$ cat src/rtl/axi_sync_fifo.sv
// axi_sync_fifo: single-clock FWFT FIFO for AXI channel payloads.
// Provides an occupancy count, programmable almost-full/almost-empty flags,
// a synchronous flush, and one-cycle overflow/underflow pulses.
module axi_sync_fifo #(
  parameter int DATA_W    = 43,
  parameter int DEPTH     = 4,
  parameter int AFULL_TH  = DEPTH - 1,
  parameter int AEMPTY_TH = 1,
  localparam int CW       = $clog2(DEPTH + 1)
) (
  input  logic              clk,
  input  logic              rst,
  input  logic              flush,
  input  logic              push,
  input  logic [DATA_W-1:0] wdata,
  output logic              full,
  output logic              almost_full,
  input  logic              pop,
  output logic [DATA_W-1:0] rdata,
  output logic              empty,
  output logic              almost_empty,
  output logic [CW-1:0]     count,
  output logic              overflow,
  output logic              underflow
);

  localparam int AW = $clog2(DEPTH);
  localparam int PW = AW + 1;

  // The pointer MSB is a wrap bit, so DEPTH must be a power of two.
  initial begin : param_check
    assert ((DEPTH >= 2) && ((DEPTH & (DEPTH - 1)) == 0))
      else $fatal(1, "DEPTH must be a power of two and at least 2");
  end

  logic [DATA_W-1:0] mem [DEPTH];
  logic [PW-1:0]     wptr;
  logic [PW-1:0]     rptr;
  logic              wr_en;
  logic              rd_en;
  logic              clr;

  // Flags are decoded from the registered count, so they never glitch.
  assign full         = (count == CW'(DEPTH));
  assign empty        = (count == '0);
  assign almost_full  = (count >= CW'(AFULL_TH));
  assign almost_empty = (count <= CW'(AEMPTY_TH));

  // A rejected push or pop leaves the FIFO untouched; clearing overrides both.
  assign clr   = rst | flush;
  assign wr_en = push & ~full & ~clr;
  assign rd_en = pop & ~empty & ~clr;

  // The head is visible without a pop, and reads as zero while empty.
  assign rdata = empty ? '0 : mem[rptr[AW-1:0]];

  // Storage is datapath state, so it is neither reset nor flushed.
  always_ff @(posedge clk) begin
    if (wr_en) begin
      mem[wptr[AW-1:0]] <= wdata;
    end
  end

  // Pointers, occupancy and error pulses are cleared by rst or flush.
  always_ff @(posedge clk) begin
    if (clr) begin
      wptr      <= '0;
      rptr      <= '0;
      count     <= '0;
      overflow  <= 1'b0;
      underflow <= 1'b0;
    end else begin
      if (wr_en) begin
        wptr <= wptr + PW'(1);
      end
      if (rd_en) begin
        rptr <= rptr + PW'(1);
      end
      case ({wr_en, rd_en})
        2'b10:   count <= count + CW'(1);
        2'b01:   count <= count - CW'(1);
        default: count <= count;
      endcase
      overflow  <= push & full;
      underflow <= pop & empty;
    end
  end

endmodule

$ cat config.mk
export PLATFORM = sky130hd
export DESIGN_NAME = axi_sync_fifo
export DESIGN_NICKNAME = d
export VERILOG_FILES = /design/src/rtl/axi_sync_fifo.sv
export SDC_FILE = /design/constraint.sdc
export NUM_CORES = 1
export LEC_CHECK = 0
export CAP_MARGIN = 0
export CORE_MARGIN = 4
export CORE_UTILIZATION = 40
export CTS_CLUSTER_DIAMETER = 150
export CTS_CLUSTER_SIZE = 28
export DETAILED_ROUTE_END_ITERATION = 6
export GPL_TIMING_DRIVEN = 0
export PLACE_DENSITY = 0.67
export SYNTH_ARGS = -nofsm -noshare
export SYNTH_HDL_FRONTEND = slang
export SYNTH_SLANG_ARGS = --single-unit
$ cat constraint.sdc
create_clock -name clk -period 3.05 [get_ports clk]
set_clock_uncertainty 0.2 [all_clocks]
set_input_delay 0.61 -clock clk [delete_from_list [all_inputs] [get_ports clk]]
set_output_delay 0.61 -clock clk [all_outputs]
set_load 0.01 [all_outputs]
### Word level (Yosys, flattened, before mapping)

Memory sizes are Yosys's and may differ from the RTL's. A register that Yosys moved wholly into a read port is not among the register bits.
Cells that the tools add are included.
W data, S select, Z words.

| word-level totals | value |
|---|---|
| flip-flop bits (word level) | 11 |
| bits in latches | 0 |
| RAM bits | 172 |
| memory bits (read-only) | 0 |
| input bits | 48 |
| output and inout bits | 52 |
| word-level logic and storage cells | 33 |
| memories | 1 |

Memories:

| name | depth | bits a word | rd ports | clocked after Yosys merged registers in | write ports | RTL line | text |
|---|---|---|---|---|---|---|---|
| mem | 4 | 43 | 1 | 1 | 1 | 36 | `logic [DATA_W-1:0] mem [DEPTH];` |

| cells by class | value |
|---|---|
| add/subtract/negate cells | 4 |
| $mul | 0 |
| divide/modulo/power cells | 0 |
| $lt $le $gt $ge | 2 |
| equality and inequality tests | 3 |
| shift-type cells | 0 |
| muxes and demuxes | 6 |
| bitwise operators | 10 |
| reductions and logical operators | 2 |

Operator list:

| operator | number |
|---|---|
| $mux W43 | 1 |
| $add A3 B1 Y3 const B | 3 |
| $and A1 B1 Y1 | 6 |
| $pmux W3 S2 | 1 |
| $mux W2 | 2 |
| $eq A3 B3 Y1 const B | 1 |
| $ge A3 B2 Y1 const B | 1 |
| $le A3 B1 Y1 const B | 1 |
| $logic_not A3 Y1 | 1 |
| $not A1 Y1 | 3 |
| $sub A3 B1 Y3 const B | 1 |
| $eq A2 B1 Y1 const B | 1 |
| $eq A2 B2 Y1 const B | 1 |
| $mux W1 | 2 |
| $reduce_bool A2 Y1 | 1 |
| $or A1 B1 Y1 | 1 |

### Depth between registers and ports, before layout

Gate-level depths: netlist (run 1).

| depth | value |
|---|---|
| depth after elaboration | 6 |
| depth in mapped cells | 11 |
| mapped depth without buffers | 9 |

### Worst setup path before layout (run 1)

Ideal clock, no wire load.

| timing | value |
|---|---|
| path type | register to register |
| start | register count[0] |
| end | memory mem[0][0], enable pin |
| setup time | 405 ps |
| data arrival time | 2159 ps |
| required time | 2445 ps |
| setup slack | 286 ps |
| stages on the path, launching flop included | 6 |
| buffers on the path | 0 |
| clock period less this slack | 2764 ps |
| cells stage by stage | dfxtp_1 inv_1 ha_1 nand2_1 and3_1 and2_1 |

| between the ends | value |
|---|---|
| longest elaborated chain between the ends | 6 |

RTL lines:

| what | RTL line | text |
|---|---|---|
| from (decl) | 22 | `output logic [CW-1:0] count,` |
| from (signal assigned) | 80 | `2'b10: count <= count + CW'(1);` |
| from (signal assigned) | 81 | `2'b01: count <= count - CW'(1);` |
| from (signal assigned) | 82 | `default: count <= count;` |
| $eq A3 B3 Y1 | 44 | `assign full = (count == CW'(DEPTH));` |
| $not A1 Y1 | 51 | `assign wr_en = push & ~full & ~clr;` |
| $and A1 B1 Y1 (2 in a row) | 51 |  |
| $mux W1 | 59 | `if (wr_en) begin` |
| $mux W1 (implied by the code) | 60 | `mem[wptr[AW-1:0]] <= wdata;` |
| to (decl) | 36 |  |

Every way passes these cells.

==> flow_metrics.env, run 1 <==
export IMPL_status="complete, no violations"
export IMPL_numCtsBuffers=17
export IMPL_drive_above_1_share_pct=23.03
export IMPL_port_buffers=99
export IMPL_fin_area_um2=9159
export IMPL_antenna_found_initial=0
export IMPL_grt_pass1_vias=3874
export IMPL_synth_top_area_cell="edfxtp_1"
export IMPL_startpoint_type="flip-flop"
export IMPL_r2r_start="count[0]"
export IMPL_yosys_warnings=0
export IMPL_vdd_drop_max_mv=0.3678
export IMPL_rr_worst_depth=6
export IMPL_final_common_cell="edfxtp_1"
export IMPL_groute_usage_overall_pct=14.06
export IMPL_place_gp_congestion=0.7064
export IMPL_finalSetupViolations=0
export IMPL_io_pins=100
export IMPL_areaGrowthSynthToFinish_pct=28.53
export IMPL_seqCellArea_um2=5388
export IMPL_antenna_cells=0
export IMPL_cts_htree_levels=4
export IMPL_rows=48
export IMPL_nFillCells=1386
export IMPL_yosysUniqueCellTypes=29
export IMPL_drc=0
export IMPL_insertion_delay_ns=0.41
export IMPL_die_h_um=141.5
export IMPL_critPathMaxFanout=7
export IMPL_rr_endpoint="mem[2][1]"
export IMPL_power_leakage_nw=3.265
export IMPL_worstSetupPathType="flip-flop to output pin"
export IMPL_syn_cell_area_um2=7126
export IMPL_final_nets=527
export IMPL_cts_tree="built"
export IMPL_fin_cells=707
export IMPL_grt_first_pass_wirelength_mm=20.91
export IMPL_min_from="rptr[1]"
export IMPL_die_area_um2=20010
export IMPL_period_share_pct=96.97
export IMPL_wl_mm=13.50
export IMPL_syn_nets=402
export IMPL_drv_cap=0
export IMPL_cts_sinks=183
export IMPL_hold_viol=0
export IMPL_worstMarginPinSlew_ns=0.6187
export IMPL_synth_area_leaders="edfxtp_1 (72%), mux4_2 (14%), nor2b_1 (3.6%)"
export IMPL_place_ws_ns=0.001287
export IMPL_root_buffer="clkbuf_16"
export IMPL_synth_area_per_cell_um2=20.71
export IMPL_post_drt_wl_per_cell_um=19.10
export IMPL_fin_crit_ns=2.958
export IMPL_die_w_um=141.5
export IMPL_core_area_um2=17360
export IMPL_multiInputGateArea_um2=1609
export IMPL_critPathArrivalTime_ns=2.15
export IMPL_drtIter0Drc=161
export IMPL_grt_remaining_overflow=0
export IMPL_ctsLongestPathBuffers=2
export IMPL_timing_final_ws_setup_ns=0.09241
export IMPL_synth_cells=344
export IMPL_hold_slack_ns=0.2975
export IMPL_reg2reg_slack_ns=0.61
export IMPL_final_util_pct=52.77
export IMPL_yosysTopAreaCellShare_pct=72.48
export IMPL_hp_class="flip-flop to flip-flop"
export IMPL_synth_seq_cells=183
export IMPL_hpwlAfterDp_mm=8.569
export IMPL_drt_first_pass_iters=4
export IMPL_dp_cells=672
export IMPL_path_clk_slew_ns=0.06
export IMPL_endpoint_kind="output pin"
export IMPL_yosysSeqAreaShare_pct=75.58
export IMPL_maxSlewHeadroom_pct=58.75
export IMPL_final_cell_mix="edfxtp_1 (172), clkdlybuf4s50_1 (59), mux4_2 (43)"
export IMPL_drv_slew=0
export IMPL_post_dp_cell_area_um2=8483
export IMPL_grt_max_degree=26
export IMPL_endpoint="rdata[3]"
export IMPL_fmax_ghz=0.3381
export IMPL_crit_required_ns=2.24
export IMPL_antenna_left=0
export IMPL_num_vias=3492
export IMPL_p_per_area_nw_per_um2=560.8
export IMPL_viasPerCell=4.939
export IMPL_start_util_pct=41.05
==> synth_stat cells <==
| library cell | n |
|---|---|
| a211oi_1 | 2 |
| a21boi_0 | 1 |
| a21o_1 | 1 |
| a21oi_1 | 5 |
| a31oi_1 | 1 |
| and2_1 | 4 |
| and2b_1 | 3 |
| and3_1 | 2 |
| buf_2 | 5 |
| buf_6 | 6 |
| clkbuf_1 | 5 |
| dfxtp_1 | 11 |
| edfxtp_1 | 172 |
| ha_1 | 10 |
| inv_1 | 8 |
| inv_2 | 2 |
| mux4_2 | 43 |
| nand2_1 | 1 |
| nand2_2 | 1 |
| nor2_1 | 7 |
| nor2b_1 | 41 |
| nor3_1 | 3 |
| o21ai_0 | 3 |
| o31ai_1 | 1 |
| or2_2 | 1 |
| or3_1 | 1 |
| or4_1 | 1 |
| xnor2_1 | 1 |
| xor2_1 | 2 |
==> worst min path at each step <==
stage,slack [ns],to,cells past startpoint
finish,0.30,flip-flop,2
CTS,0.30,flip-flop,2
floorplan,0.25,flip-flop,2
detailed placement,0.29,rptr[1],2
global placement,0.27,rptr[1],2
global route,0.33,flip-flop,2
==> report_power, final <==
group	internal (mW)	leakage (nW)	switching, mW
Sequential	2.77	1.64	0.00698
Clock	1.22	0.272	0.910
Combinational	0.127	1.35	0.103
==> critical path: stages, from the launching register on <==
cell and delay (ns):
dfxtp_1 0.32, buf_6 0.16, buf_12 0.14, mux4_2 0.48, nor2b_1 0.15, clkdlybuf4s50_1 0.48
==> flip-flops by register name, indices dropped and copies added, names as in the netlist, named ones only <==
name       cells
count          3
underflow      1
overflow       1
mem          172
wptr           2
rptr           2
==> what timing repair did <==
item | CTS | global route
gates resized for setup | 52 | 14
hold buffers | 0 | 0
endpoints found under the setup margin | 44 | 17
buffers inserted | 1 | 3
==> metrics by stage <==
step	TNS (ns)	power, mW
2_1_floorplan	0	2.921
3_3_place_gp	-156.61	3.061
3_5_place_dp	0	3.071
4_1_cts	0	5.199
5_1_grt	-0.0003133	5.312
6_report	0	5.137
==> layout make-up <==
cell class                 count  area share (%)
inverter                      10          0.4098
timing repair buffer         107           12.01
multi-input combinational    135           17.57
clock buffer                  19           4.727
sequential                   183           58.83
clock inverter                13           1.598
buffer                        15           1.790
tap                          225           3.074
==> logic make-up (layout without fill, tap and decap cells) <==
group / count (synthesis) / after routing / synth area share [%]
flip-flops: 183 / 183 / 75.57
AND/OR/NAND/NOR: 65 / 65 / 5.443
multiplexers: 43 / 43 / 13.59
buffers and inverters: 26 / 164 / 2.090
AO/OA/AOI/OAI: 14 / 14 / 1.176
adder cells (fa/ha/maj): 10 / 10 / 1.756
XOR/XNOR: 3 / 3 / 0.3688
==> metal layers <==
layer | wire length [um] | GRT usage, % | vias to the layer above
li1 | - | - | 1616
met2 | 7095 | 24.28 | 74
met1 | 5603 | 16.93 | 1785
met3 | 548 | 3.337 | 17
met4 | 253 | 6.061 | 0
met5 | 0 | 0 | -
No activity file was read; power rests on OpenSTA's default activity.
==> run 2: changes to the inputs <==
- SLEW_MARGIN: unset -> 20
==> run 2 against run 1 <==
Critical path depth unchanged. Worst setup slack better by 0.0092 ns. Combinational power decreased by 2%. Clock power up 10%. Core utilization unchanged. Global-route usage decreased by 0.19 points. Register-to-register slack improved by 0.09 ns. Sequential cell count did not move. Final cell count shrank 0.28%. First-iteration DRC count fell by 8.7%. Non-clock buffer count fell by 2. Largest power group unchanged.
==> flow_metrics.env, run 2 (synthesized netlist as in run 1, its figures left out) <==
export IMPL_hp_class="flip-flop to flip-flop"
export IMPL_drv_cap=0
export IMPL_final_common_cell="edfxtp_1"
export IMPL_root_buffer="clkbuf_16"
export IMPL_drtIter0Drc=147
export IMPL_antenna_found_initial=0
export IMPL_path_clk_slew_ns=0.07
export IMPL_vdd_drop_max_mv=0.4217
export IMPL_fin_tns_setup_ns=0
export IMPL_areaGrowthSynthToFinish_pct=28.53
export IMPL_grt_max_degree=44
export IMPL_wl_met3_um=551
export IMPL_status="complete, no violations"
export IMPL_wl_mm=13.43
export IMPL_num_vias=3509
export IMPL_timing_final_ws_setup_ns=0.1016
export IMPL_post_dp_cell_area_um2=8408
export IMPL_worstMarginPinSlew_ns=0.7080
export IMPL_final_nets=525
export IMPL_grt_pass1_vias=3750
export IMPL_numCtsBuffers=17
export IMPL_die_area_um2=20010
export IMPL_nFillCells=1388
export IMPL_die_w_um=141.5
export IMPL_ctsLongestPathBuffers=2
export IMPL_critPathMaxFanout=7
export IMPL_highest_layer="met4"
export IMPL_worstSetupPathType="flip-flop to output pin"
export IMPL_met2WireLength_mm=7.106
export IMPL_place_gp_congestion=0.7064
export IMPL_post_drt_wl_per_cell_um=19.05
export IMPL_hold_buffers=0
export IMPL_fmax_ghz=0.3392
export IMPL_cts_sinks=183
export IMPL_fin_crit_ns=2.948
export IMPL_wl_met1_mm=5.560
export IMPL_port_buffers=99
export IMPL_place_ws_ns=0.01249
export IMPL_antenna_cells=0
export IMPL_hpwlAfterDp_mm=8.007
export IMPL_cts_tree="built"
export IMPL_rows=48
export IMPL_drv_slew=0
export IMPL_grt_first_pass_wirelength_mm=20.60
export IMPL_crit_required_ns=2.24
export IMPL_drt_first_pass_iters=4
export IMPL_finalPower_mw=5.354
export IMPL_antenna_left=0
export IMPL_largest_register_ffs=172
export IMPL_grt_remaining_overflow=0
export IMPL_start_util_pct=41.05
export IMPL_groute_usage_overall_pct=13.87
export IMPL_insertion_delay_ns=0.42
export IMPL_maxSlewHeadroom_pct=52.80
export IMPL_finalSetupViolations=0
export IMPL_io_pins=100
export IMPL_critPathArrivalTime_ns=2.14
export IMPL_final_cell_mix="edfxtp_1 (172), clkdlybuf4s50_1 (56), mux4_2 (43)"
export IMPL_endpoint_kind="output pin"
export IMPL_hold_viol=0
export IMPL_p_per_area_nw_per_um2=584.6
export IMPL_power_leakage_nw=3.311
export IMPL_rsz0062_at_grt="no"
export IMPL_viasPerCell=4.977
export IMPL_core_area_um2=17360
export IMPL_drc=0
export IMPL_fin_area_um2=9159
export IMPL_drive_above_1_share_pct=22.71
export IMPL_period_share_pct=96.67
export IMPL_final_util_pct=52.77
export IMPL_die_h_um=141.5
export IMPL_startpoint_type="flip-flop"
export IMPL_cts_htree_levels=4
run 2: final timing paths:
| path | start | endpoint | slack, ns | depth (start not counted) |
|---|---|---|---|---|
| min | rptr[1] | flip-flop | 0.30 | 2 |
| min reg2reg | rptr[1] | flip-flop | 0.30 | 2 |
| max | flip-flop | rdata[11] | 0.10 | 5 |
| max reg2reg | count[0] | mem[3][21] | 0.70 | 5 |
run 2: final cells by class:
cell class / instances / area, um^2 / share of cell area [%]
sequential: 183 / 5390 / 58.85
multi-input combinational: 135 / 1609 / 17.57
timing repair buffer: 105 / 1039 / 11.34
clock buffer: 17 / 425.4 / 4.645
tap: 225 / 281.5 / 3.074
clock inverter: 15 / 215.2 / 2.350
buffer: 15 / 161.4 / 1.762
inverter: 10 / 37.54 / 0.4098
run 2: power breakdown:
| group | internal (mW) | leakage (nW) | switching (mW) |
|---|---|---|---|
| clock | 1.39 | 0.308 | 0.956 |
| combinational | 0.125 | 1.36 | 0.102 |
| sequential | 2.77 | 1.64 | 0.00698 |
| total | 4.29 | 3.31 | 1.07 |
run 2: timing repair:
item / CTS / global route
gates resized for setup: 51 / 17
setup endpoints to repair: 44 / 16
buffers inserted: 2 / 4
run 2: critical path: stages, from the launching register on:
cell             delay [ns]
dfxtp_1                0.33
buf_6                  0.16
buf_12                 0.13
mux4_2                 0.48
nor2b_1                0.14
clkdlybuf4s50_1        0.47
run 2: routing by layer:
metal,GRT usage [%],vias to the layer above
met5,0,-
met2,24.13,83
met4,5.152,0
met3,3.573,14
met1,16.71,1795
li1,-,1617
run 2: through the flow:
step	std cells	hold WS, ns
2_1_floorplan	344	0.2546
4_1_cts	701	0.3079
3_5_place_dp	668	0.2892
3_3_place_gp	668	0.2682
5_1_grt	705	0.3351
6_report	705	0.2983
